File: src/rtl/control_sequencer.sv
// control_sequencer: fetch/execute FSM that decodes the datapath IR and drives every datapath strobe.
// Optional macro CTRL_STEP_EN adds a step input; T-states then advance (and strobe) only when step=1.
module control_sequencer #(
  parameter int OPW      = 5,
  parameter int RSW      = 4,
  parameter int WAIT_MAX = 15
) (
  input  logic           clk,
  input  logic           clr,
`ifdef CTRL_STEP_EN
  input  logic           step,
`endif
  input  logic           run_req,
  input  logic [31:0]    ir,
  input  logic           mem_rdy,
  output logic           PCout,
  output logic           MARin,
  output logic           IncPC,
  output logic           PCin,
  output logic           Read,
  output logic           MDRin,
  output logic           MDRout,
  output logic           IRin,
  output logic           Yin,
  output logic           Zin,
  output logic           ZLowOut,
  output logic           ZHighOut,
  output logic           HIin,
  output logic           LOin,
  output logic           Rin,
  output logic           Rout,
  output logic [RSW-1:0] rsel,
  output logic [OPW-1:0] alu_op,
  output logic           running,
  output logic           halted,
  output logic           fault
);

  localparam int CW = $clog2(WAIT_MAX + 1);

  localparam logic [OPW-1:0] OP_ADD  = OPW'(5'b00011);
  localparam logic [OPW-1:0] OP_SUB  = OPW'(5'b00100);
  localparam logic [OPW-1:0] OP_SHR  = OPW'(5'b00101);
  localparam logic [OPW-1:0] OP_SHL  = OPW'(5'b00110);
  localparam logic [OPW-1:0] OP_ROR  = OPW'(5'b00111);
  localparam logic [OPW-1:0] OP_ROL  = OPW'(5'b01000);
  localparam logic [OPW-1:0] OP_AND  = OPW'(5'b01001);
  localparam logic [OPW-1:0] OP_OR   = OPW'(5'b01010);
  localparam logic [OPW-1:0] OP_MUL  = OPW'(5'b01110);
  localparam logic [OPW-1:0] OP_DIV  = OPW'(5'b01111);
  localparam logic [OPW-1:0] OP_NEG  = OPW'(5'b10000);
  localparam logic [OPW-1:0] OP_NOT  = OPW'(5'b10001);
  localparam logic [OPW-1:0] OP_NOP  = OPW'(5'b11010);
  localparam logic [OPW-1:0] OP_HALT = OPW'(5'b11011);

  typedef enum logic [3:0] {
    IDLE, T0, T1, T2, T3, T4, T5, T6, HALT, FAULT
  } state_t;

  state_t         state;
  logic [CW-1:0]  wait_cnt;
  logic           adv;

`ifdef CTRL_STEP_EN
  assign adv = step;
`else
  assign adv = 1'b1;
`endif

  logic [OPW-1:0] op;
  logic [RSW-1:0] ra, rb, rc;
  logic           unused_ir;

  assign op = ir[31 -: OPW];
  assign ra = ir[31-OPW -: RSW];
  assign rb = ir[31-OPW-RSW -: RSW];
  assign rc = ir[31-OPW-2*RSW -: RSW];
  assign unused_ir = ^ir[31-OPW-3*RSW:0];

  logic is_bin, is_mul, is_un, is_nop, is_halt;

  always_comb begin
    is_bin  = 1'b0;
    is_mul  = 1'b0;
    is_un   = 1'b0;
    is_nop  = 1'b0;
    is_halt = 1'b0;
    case (op)
      OP_ADD, OP_SUB, OP_SHR, OP_SHL,
      OP_ROR, OP_ROL, OP_AND, OP_OR: is_bin  = 1'b1;
      OP_MUL, OP_DIV:                is_mul  = 1'b1;
      OP_NEG, OP_NOT:                is_un   = 1'b1;
      OP_NOP:                        is_nop  = 1'b1;
      OP_HALT:                       is_halt = 1'b1;
      default: ;
    endcase
  end

  // Wait counter tolerates WAIT_MAX stalled cycles; the next stalled cycle faults.
  always_ff @(posedge clk or negedge clr) begin
    if (!clr) begin
      state    <= IDLE;
      wait_cnt <= '0;
    end else begin
      case (state)
        IDLE: if (run_req) state <= T0;
        T0:   if (adv) state <= T1;
        T1: if (adv) begin
          if (mem_rdy) begin
            state    <= T2;
            wait_cnt <= '0;
          end else if (wait_cnt == CW'(WAIT_MAX)) begin
            state    <= FAULT;
            wait_cnt <= '0;
          end else begin
            wait_cnt <= wait_cnt + 1'b1;
          end
        end
        T2: if (adv) state <= T3;
        T3: if (adv) begin
          if (is_bin || is_mul) state <= T4;
          else if (is_un)       state <= T5;
          else if (is_nop)      state <= run_req ? T0 : IDLE;
          else if (is_halt)     state <= HALT;
          else                  state <= FAULT;
        end
        T4: if (adv) state <= T5;
        T5: if (adv) begin
          if (is_mul) state <= T6;
          else        state <= run_req ? T0 : IDLE;
        end
        T6:      if (adv) state <= run_req ? T0 : IDLE;
        HALT:    state <= HALT;
        FAULT:   state <= FAULT;
        default: state <= FAULT;
      endcase
    end
  end

  // Strobes decode from state so T1's ready-cycle pulses track mem_rdy in the same cycle.
  always_comb begin
    PCout    = 1'b0;
    MARin    = 1'b0;
    IncPC    = 1'b0;
    PCin     = 1'b0;
    Read     = 1'b0;
    MDRin    = 1'b0;
    MDRout   = 1'b0;
    IRin     = 1'b0;
    Yin      = 1'b0;
    Zin      = 1'b0;
    ZLowOut  = 1'b0;
    ZHighOut = 1'b0;
    HIin     = 1'b0;
    LOin     = 1'b0;
    Rin      = 1'b0;
    Rout     = 1'b0;
    rsel     = '0;
    alu_op   = '0;
    running  = (state inside {T0, T1, T2, T3, T4, T5, T6});
    halted   = (state == HALT);
    fault    = (state == FAULT);
    if (adv) begin
      case (state)
        T0: begin
          PCout  = 1'b1;
          MARin  = 1'b1;
          IncPC  = 1'b1;
          Zin    = 1'b1;
          alu_op = OP_ADD;
        end
        T1: begin
          Read = 1'b1;
          if (mem_rdy) begin
            MDRin   = 1'b1;
            ZLowOut = 1'b1;
            PCin    = 1'b1;
          end
        end
        T2: begin
          MDRout = 1'b1;
          IRin   = 1'b1;
        end
        T3: begin
          if (is_bin || is_mul) begin
            Rout = 1'b1;
            rsel = rb;
            Yin  = 1'b1;
          end else if (is_un) begin
            Rout   = 1'b1;
            rsel   = rb;
            Zin    = 1'b1;
            alu_op = op;
          end
        end
        T4: begin
          Rout   = 1'b1;
          rsel   = rc;
          Zin    = 1'b1;
          alu_op = op;
        end
        T5: begin
          ZLowOut = 1'b1;
          if (is_mul) begin
            LOin = 1'b1;
          end else begin
            Rin  = 1'b1;
            rsel = ra;
          end
        end
        T6: begin
          ZHighOut = 1'b1;
          HIin     = 1'b1;
        end
        default: ;
      endcase
    end
  end

endmodule

File: config.mk
export PLATFORM = sky130hd
export DESIGN_NAME = control_sequencer
export DESIGN_NICKNAME = d
export VERILOG_FILES = /design/src/rtl/control_sequencer.sv
export SDC_FILE = /design/constraint.sdc
export NUM_CORES = 1
export LEC_CHECK = 0
export ABC_AREA = 1
export BUFFER_PORTS_ARGS = -buffer_cell sky130_fd_sc_hd__buf_2
export CAP_MARGIN = 15
export CORE_MARGIN = 1.5
export CORE_UTILIZATION = 36
export CTS_CLUSTER_SIZE = 20
export DETAILED_ROUTE_END_ITERATION = 10
export PLACE_DENSITY = 0.75
export SETUP_SLACK_MARGIN = 0.4
export SYNTH_ARGS = -nofsm -noshare
export SYNTH_HDL_FRONTEND = slang
export SYNTH_SLANG_ARGS = --single-unit
File: constraint.sdc
create_clock -name clk -period 1.35 [get_ports clk]
set_clock_uncertainty 0.1 [all_clocks]
set_input_delay 0.0675 -clock clk [delete_from_list [all_inputs] [get_ports clk]]
set_output_delay 0.0675 -clock clk [all_outputs]
set_load 0.02 [all_outputs]
==> results of run 1 <==
-- worst paths after layout --
| kind | startpoint | to | slack [ns] | depth (start not counted) |
|---|---|---|---|---|
| worst max-delay path | state[1] | alu_op[4] | -0.37 | 8 |
| worst min-delay path | clr | wait_cnt[1] | 0.07 | 2 |
| worst max register to register | state[1] | state[0] | -0.31 | 12 |
| worst min register to register | wait_cnt[0] | wait_cnt[0] | 0.44 | 1 |
| max in group asynchronous | clr | state[2] | 0.89 | 2 |
| min in group clk | mem_rdy | state[1] | 0.08 | 3 |
-- layer usage --
metal / vias up / global-route usage [%] / share of wire (%)
li1: 597 / - / -
met1: 622 / 25.8 / 37
met2: 52 / 50.0 / 57
met3: 7 / 2.01 / 4.4
met4: 0 / 10.1 / 1.8
met5: - / 0 / 0
-- registers in the layout, indices dropped and copies added, names as in the netlist --
| register | count |
|---|---|
| wait_cnt | 4 |
| state | 4 |
-- through the flow --
step / cell area (µm²) / utilization (%) / setup WS (ns) / std cells
after detailed placement: 1330 / 59.3 / -0.117 / 224
after floorplan: 960 / - / -0.0335 / 135
after global placement: 1330 / 59.3 / -0.0829 / 224
final: 1800 / 80.7 / -0.372 / 247
after CTS: 1630 / 73.1 / -0.310 / 240
after global routing: 1800 / 80.7 / -0.414 / 247
-- timing repair --
item | 4_1_cts | 5_1_grt
gates resized for setup | 56 | 28
pin swaps | 6 | 8
hold endpoints to repair | 8 | 0
buffers inserted | 11 | 7
hold buffers | 1 | 0
endpoints found under the setup margin | 36 | 36
-- logic make-up (layout without fill, tap and decap cells) --
logic type      after synthesis  after routing  share of synthesized area [%]
buf+inv                      27            111                           13.9
flops                         8              8                           23.1
compound gates                9              9                           6.21
simple gates                 89             89                           54.3
xor+xnor                      1              1                           1.01
fa+ha+maj                     1              1                           1.44
-- cell usage after synthesis --
master / number / area share (%)
o21ai_1: 4 / 2.3
dfrtp_1: 8 / 23
nand2_2: 4 / 2.9
nand2_1: 37 / 16
inv_2: 5 / 2.2
nor2_8: 1 / 2.3
inv_1: 17 / 7.4
nor3_1: 5 / 2.9
buf_4: 5 / 4.3
a21oi_1: 2 / 1.2
a22o_1: 1 / 1.0
nor2_1: 12 / 5.2
nand4_1: 1 / 0.72
and2_4: 1 / 1.0
nor2_2: 2 / 1.4
o22ai_1: 1 / 0.72
nand3_2: 1 / 1.2
o21ai_2: 1 / 1.0
nand4_4: 1 / 2.5
nand3_1: 18 / 10
nor2_4: 5 / 6.5
xor2_1: 1 / 1.0
ha_1: 1 / 1.4
nand2_4: 1 / 1.3
-- critical path, stage by stage, from the launching register on --
cell,delay (ns)
dfrtp_2,0.45
inv_4,0.10
nand2_4,0.06
nor2_4,0.15
inv_2,0.07
nor2_4,0.11
inv_1,0.11
o21ai_4,0.07
buf_4,0.15
-- power groups by stage --
stage | Clock [µW] | Sequential, µW | Combinational, µW
final | 210 | 240 | 84.0
after global routing | 221 | 240 | 91.8
after CTS | 213 | 240 | 78.7
after detailed placement | 0 | 244 | 75.2
after global placement | 0 | 244 | 71.7
after floorplan | 0 | 244 | 26.0
-- layout by cell type, fill, tap and decap left out, drive strengths merged --
cell         synthesis  layout
clkbuf               0       4
nand2               42      42
o21ai                5       5
xor2                 1       1
ha                   1       1
clkinv               0       1
and2                 1       1
nor3                 5       5
o22ai                1       1
nand4                2       2
nor2                20      20
dfrtp                8       8
buf                  5      84
nand3               19      19
inv                 22      21
dlygate4sd3          0       1
a22o                 1       1
a21oi                2       2
-- area by class of cell --
cell class / count / area, µm² / area share (%)
clock buffers: 4 / 26.3 / 1.46
inverters: 22 / 97.6 / 5.41
multi-input cells: 100 / 728 / 40.4
flip-flops and latches: 8 / 204 / 11.3
well taps: 28 / 35.0 / 1.94
repair buffers: 85 / 712 / 39.5
==> impl_metrics.ini, run 1 <==
[final_layout]
fill_cells = 144
areaGrowthSynthToFinish_pct = 108
diodes = 0
drive_gt1_share_pct = 67.6
final_nets = 257

[detailed_routing]
ant_nets = 0
post_drt_wl_per_cell_um = 15.4
dr.pass1.iters = 4
initialDrtViolationCount = 36
routed_via_density = 5.17
drc = 0
dr_total_vias = 1278
wl_um = 3810

[timing]
rsz0062_at_grt = yes
slew_viol_final = 0
maxSlewHeadroom_pct = 84.3
fin_ws_ns = -0.372
finalSetupTns_ns = -9.20
period_share_pct = 128
max_freq_mhz = 581
setup_viol_count_final = 36
hold_viol_final = 0
worst_pin_slew_ns = 0.234
worst_hold_slack_ns = 0.0662
post-route-min-period_ns = 1.72

[power_and_ir_drop]
power.internal_uw = 385
p_leak_uw = 0.000985
p_total_uw = 534
combPwrFrac_pct = 15.7
powerDensity_mw_per_mm2 = 296
switching_share_pct = 28.0
vdd_ir_drop_max_mv = 0.429
switchingPower_uw = 149
pwr-share-clk_pct = 39.4
power_frac_seq_pct = 44.9

[placed_design]
gp_congestion = 0.819
portBuffers = 48
dpl.hpwl_um = 2320

[synthesis]
synth-seq-cells = 8
synth.distinct_cells = 24
syn_area_per_cell_um2 = 6.41
synthesis.area_um2 = 866
synthesis.instances = 135
yosysWarnings = 0
yosysSeqAreaShare_pct = 23.1
syn_nets = 172

[critical_path]
worst_ep_arrival_time_ns = 1.55
critPathRequiredTime_ns = 1.18
crit_type = reg -> out
endpoint_kind = output pin
critical_path.startpoint_type = flip-flop
path_max_fanout = 4

[floorplan]
ioPinCount = 64
initial_core_util_pct = 38.8
die-area_mm2 = 0.00271
core_area_mm2 = 0.00223
die_w_um = 52.0
die_h_um = 52.0
rows = 17

[global_routing]
grt_max_degree = 9
track_usage_pct = 24.9
antenna_found_initial = 0
grt-ovfl-total = 0
grt_pass1_wl_um = 5020
grt_pass1_vias = 1163

[min_path]
hold_path_class = in -> async

[clocking]
clkLatencyLatePin_ns = 0.27
clk_pin_slew_ns = 0.06
cts_buffers = 3
cts_root_buffer = clkbuf_4
clock_sinks = 8
htree_levels = 1
clk_path_buf_depth = 2
cts_tree = done

[outcome]
status = complete, but fails checks
failed_checks = negative setup slack

[run]
cap_violations = 0
Power figures use the tool's default switching activity.
==> inputs of run 2 (changes only) <==
--- a/config.mk
+++ b/config.mk
@@ -8,11 +8,12 @@
 export ABC_AREA = 1
 export BUFFER_PORTS_ARGS = -buffer_cell sky130_fd_sc_hd__buf_2
 export CAP_MARGIN = 15
-export CORE_MARGIN = 1.5
+export CORE_MARGIN = 3
 export CORE_UTILIZATION = 36
 export CTS_CLUSTER_SIZE = 20
 export DETAILED_ROUTE_END_ITERATION = 10
 export PLACE_DENSITY = 0.75
+export REMOVE_ABC_BUFFERS = 1
 export SETUP_SLACK_MARGIN = 0.4
 export SYNTH_ARGS = -nofsm -noshare
 export SYNTH_HDL_FRONTEND = slang
==> run 2 against run 1 <==
  * The flow still finishes with violations (negative setup slack)
  * Routed wire length rose by 1.4%
  * Sequential share of layout area fell by 0.19 points
  * Clock power is 8% lower
  * Count of clock-buffer cells in the layout down 1
  * Critical path depth grew 1
  * Worst setup slack got worse by 0.032 ns
  * Hold slack improved by 0.0059 ns
  * Largest cell class is now buffers
  * Combinational power down 5.6%
  * Largest power group unchanged
  * Via count increased by 0.78%
==> impl_metrics.ini, run 2 (synthesized netlist as in run 1, its figures left out) <==
[outcome]
status = complete, but fails checks
failed_checks = negative setup slack

[run]
cap_violations = 0

[critical_path]
worst_ep_arrival_time_ns = 1.59
crit_type = reg -> out
critPathRequiredTime_ns = 1.18
endpoint_kind = output pin
path_max_fanout = 4
critical_path.startpoint_type = flip-flop

[global_routing]
grt_pass1_wl_um = 5270
antenna_found_initial = 0
track_usage_pct = 24.4
grt_max_degree = 9
grt_pass1_vias = 1198
grt-ovfl-total = 0

[min_path]
hold_path_class = in -> async

[detailed_routing]
routed_via_density = 5.15
dr.pass1.iters = 5
initialDrtViolationCount = 31
wl_um = 3870
drc = 0
post_drt_wl_per_cell_um = 15.5
dr_total_vias = 1288
ant_nets = 0

[timing]
fin_ws_ns = -0.404
finalSetupTns_ns = -9.72
worst_pin_slew_ns = 0.237
hold_viol_final = 0
setup_viol_count_final = 36
slew_viol_final = 0
maxSlewHeadroom_pct = 84.2
post-route-min-period_ns = 1.75
rsz0062_at_grt = yes
max_freq_mhz = 570
period_share_pct = 130

[final_layout]
drive_gt1_share_pct = 67.1
most-common-layout-cells = buf_6, buf_4, nand2_1
final_common_cell = buf_6
diodes = 0
post-route-util_pct = 81.4
final_nets = 261
areaGrowthSynthToFinish_pct = 112
reg_top3 = state x4, wait_cnt x4

[clocking]
cts_root_buffer = clkbuf_4
cts_buffers = 3
htree_levels = 1
cts_tree = done
clk_path_buf_depth = 2
clkLatencyLatePin_ns = 0.27
clk_pin_slew_ns = 0.06
clock_sinks = 8

[placed_design]
pre_cts_ws_ns = -0.130
gp_congestion = 0.942
portBuffers = 48
dpl.hpwl_um = 2200

[floorplan]
ioPinCount = 64
rows = 17
initial_core_util_pct = 38.4
die_h_um = 55.0
die_w_um = 55.0
core_area_mm2 = 0.00225
die-area_mm2 = 0.00303

[power_and_ir_drop]
powerDensity_mw_per_mm2 = 280
vdd_ir_drop_max_mv = 0.710
p_total_uw = 513
p_leak_uw = 0.000964
run 2: changes by cell type in the layout (fill, tap and decap cells not counted), moves of 3 or more:
| cell | delta |
|---|---|
| buf_2 | -5 |
| nand3_2 | -3 |
| nand3_1 | +3 |
| buf_6 | +8 |
run 2: area by class of cell:
class                      instances  area, µm²
multi-input combinational        100        696
inverter                          22        105
fill                             146        420
timing repair buffer              89        772
sequential                         8        204
tap                               28       35.0
clock buffer                       3       22.5
run 2: metrics by stage:
| step | instances | instance area (µm²) | hold slack, ns |
|---|---|---|---|
| 2_1_floorplan | 130 | 828 | -0.328 |
| 4_1_cts | 243 | 1660 | 0.0643 |
| 3_5_place_dp | 224 | 1240 | -0.181 |
| 6_report | 250 | 1830 | 0.0721 |
| 5_1_grt | 250 | 1830 | 0.0829 |
| 3_3_place_gp | 224 | 1240 | -0.183 |
run 2: final timing paths:
check | cells past startpoint | endpoint | from | slack (ns)
min in group clk | 5 | wait_cnt[2] | mem_rdy | 0.16
worst max register to register | 10 | state[3] | state[1] | -0.33
worst min-delay path | 2 | wait_cnt[0] | clr | 0.07
max in group asynchronous | 2 | state[3] | clr | 0.88
worst min register to register | 1 | wait_cnt[0] | wait_cnt[0] | 0.41
worst max-delay path | 9 | halted | state[1] | -0.40
run 2: critical path, stage by stage (launching register included):
cell     delay (ns)
dfrtp_2        0.46
inv_4          0.11
nand2_4        0.07
buf_4          0.13
buf_6          0.10
buf_6          0.12
inv_6          0.06
nand2_4        0.06
nor2_4         0.09
buf_6          0.12
run 2: where the power goes:
part / switching (µW) / leakage (µW) / internal (µW) / total, µW
clock: 91.3 / 0.0000138 / 102 / 194
sequential: 0 / 0.0000820 / 240 / 240
combinational: 48.8 / 0.000868 / 30.5 / 79.3
total: 140 / 0.000964 / 373 / 513
run 2: repair_timing:
item                                   CTS  global route
endpoints found under the hold margin    8             0
hold buffers                             1             0
setup buffers                           15             7
pin swaps                               13            12
gates resized for setup                 90            32
setup endpoints to repair               36            36
run 2: layer usage:
metal	track usage, %	wire (µm)
met1	26.1	1270
met2	49.4	2110
met3	2.41	313
met4	6.48	166
met5	0	0
==> inputs of run 3 (changes only) <==
==> constraint.sdc (replaced) <==
create_clock -name clk -period 1.35 [get_ports clk]
set_clock_uncertainty 0.1 [all_clocks]
set_input_delay 0.0675 -clock clk [delete_from_list [all_inputs] [get_ports clk]]
set_output_delay 0.0675 -clock clk [all_outputs]
set_load 0.1 [all_outputs]
==> run 3 against run 2 <==
  * The run still ends with negative setup slack left
  * Hold slack improved by 0.011 ns
  * Global-route usage increased by 2.7 points
  * First-iteration DRC count increased by 9.7%
  * Combinational power increased by 11%
  * Count of clock-buffer cells in the layout unchanged
  * Critical path type unchanged
  * Critical endpoint is now fault
==> impl_metrics.ini, run 3 (synthesized netlist as in run 1, its figures left out) <==
[outcome]
status = complete, but fails checks
failed_checks = negative setup slack

[detailed_routing]
ant_nets = 0
post_drt_wl_per_cell_um = 17.6
initialDrtViolationCount = 34
dr_total_vias = 1342
dr.pass1.iters = 4
routed_via_density = 5.50
drc = 0
wl_um = 4290

[timing]
setup_viol_count_final = 36
post-route-min-period_ns = 1.77
hold_viol_final = 0
max_freq_mhz = 564
worst_pin_slew_ns = 0.293
maxSlewHeadroom_pct = 80.4
rsz0062_at_grt = yes
finalSetupTns_ns = -11.16
fin_ws_ns = -0.422
slew_viol_final = 0
period_share_pct = 131

[run]
cap_violations = 0

[critical_path]
worst_ep_arrival_time_ns = 1.60
crit_start = state[1]
critPathRequiredTime_ns = 1.18
endpoint_kind = output pin
crit_type = reg -> out
r2r_slack_ns = -0.27
r2r_start = state[3]
reg2reg_to = state[0]
crit_end = fault
crit_path_max_incr_delay_ns = 0.42
critical_path.startpoint_type = flip-flop
crit_chain = nor2_2, inv_1, buf_4, nor3_1, buf_4, buf_12
reg2regPathDepth = 9
path_max_fanout = 3
crit_path_frequent_cell = buf_4
crit_slowest_cell = dfrtp_1

[placed_design]
dpl.hpwl_um = 2580
placed_cells = 230
portBuffers = 48
gp_congestion = 0.967
placed_cell_area_mm2 = 0.00170

[clocking]
htree_levels = 1
clock_sinks = 8
clk_path_buf_depth = 2
cts_tree = done
clkLatencyLatePin_ns = 0.26
cts_buffers = 3
cts_root_buffer = clkbuf_4
clk_pin_slew_ns = 0.06

[final_layout]
most-common-layout-cells = nand2_1, buf_4, buf_12
post-route-util_pct = 89.0
fin_area_mm2 = 0.00201
diodes = 0
drive_gt1_share_pct = 64.8
final_common_cell = nand2_1
final_cells = 244
reg_top3 = state x4, wait_cnt x4
final_nets = 255
areaGrowthSynthToFinish_pct = 132

[power_and_ir_drop]
switching_share_pct = 28.0
power_frac_seq_pct = 46.3
powerDensity_mw_per_mm2 = 258
combPwrFrac_pct = 17.0
switchingPower_uw = 145
pwr-share-clk_pct = 36.7
vdd_ir_drop_max_mv = 0.563
power.internal_uw = 373
p_leak_uw = 0.00104
p_total_uw = 518

[floorplan]
die_h_um = 55.0
die_w_um = 55.0
initial_core_util_pct = 38.4
rows = 17
ioPinCount = 64
die-area_mm2 = 0.00303
core_area_mm2 = 0.00225

[global_routing]
grt_pass1_wl_um = 5900
grt_pass1_vias = 1372
grt_max_degree = 9
grt-ovfl-total = 0
antenna_found_initial = 0
track_usage_pct = 27.1

[min_path]
hold_path_class = in -> async
## run 3: cell count changes in the layout (fill, tap and decap cells not counted), sizes merged
cell and change:
buf -6
## run 3: power by group through the flow
stage / sequential [µW] / clock [µW] / combinational, µW
2_1_floorplan: 244 / 0 / 23.1
3_3_place_gp: 244 / 0 / 68.0
3_5_place_dp: 244 / 0 / 71.3
4_1_cts: 240 / 196 / 77.2
5_1_grt: 240 / 202 / 91.3
6_report: 240 / 190 / 88.1
## run 3: layer usage
metal | wire [µm] | up-vias | global-route usage [%]
met4 | 230 | 0 | 14.6
met2 | 2220 | 103 | 51.6
met3 | 373 | 28 | 5.90
li1 | - | 586 | -
met5 | 0 | - | 0
met1 | 1470 | 625 | 26.9
## run 3: layout make-up
type,instances,area (µm²)
timing repair buffer,83,948
multi-input combinational,100,698
fill,104,249
sequential,8,201
inverter,22,100
tap,28,35.0
clock buffer,3,22.5
## run 3: metrics by stage
stage	hold WS (ns)	setup slack [ns]
global placement	-0.187	-0.123
global route	0.0946	-0.496
finish	0.0828	-0.422
floorplan	-0.328	-3.46
CTS	0.0714	-0.370
detailed placement	-0.183	-0.197
## run 3: worst min-delay path by stage
stage	slack, ns	endpoint	depth (start not counted)
floorplan	-0.33	state[0]	0
global placement	-0.19	wait_cnt[1]	1
detailed placement	-0.18	wait_cnt[2]	1
CTS	0.07	wait_cnt[2]	2
global route	0.09	wait_cnt[1]	2
finish	0.08	wait_cnt[2]	2
## run 3: what timing repair did
item | 4_1_cts | 5_1_grt
hold buffers | 1 | 0
setup buffers | 7 | 3
hold endpoints to repair | 8 | 0
resized for setup | 38 | 19
gates cloned | 0 | 0
setup endpoints to repair | 36 | 36
pin swaps | 8 | 4
## run 3: critical path: cells and delay by family, from the launching register on
family,cells,cell delay [ns]
flip-flops,1,0.42
buffers and inverters,4,0.56
AND/OR/NAND/NOR,2,0.36
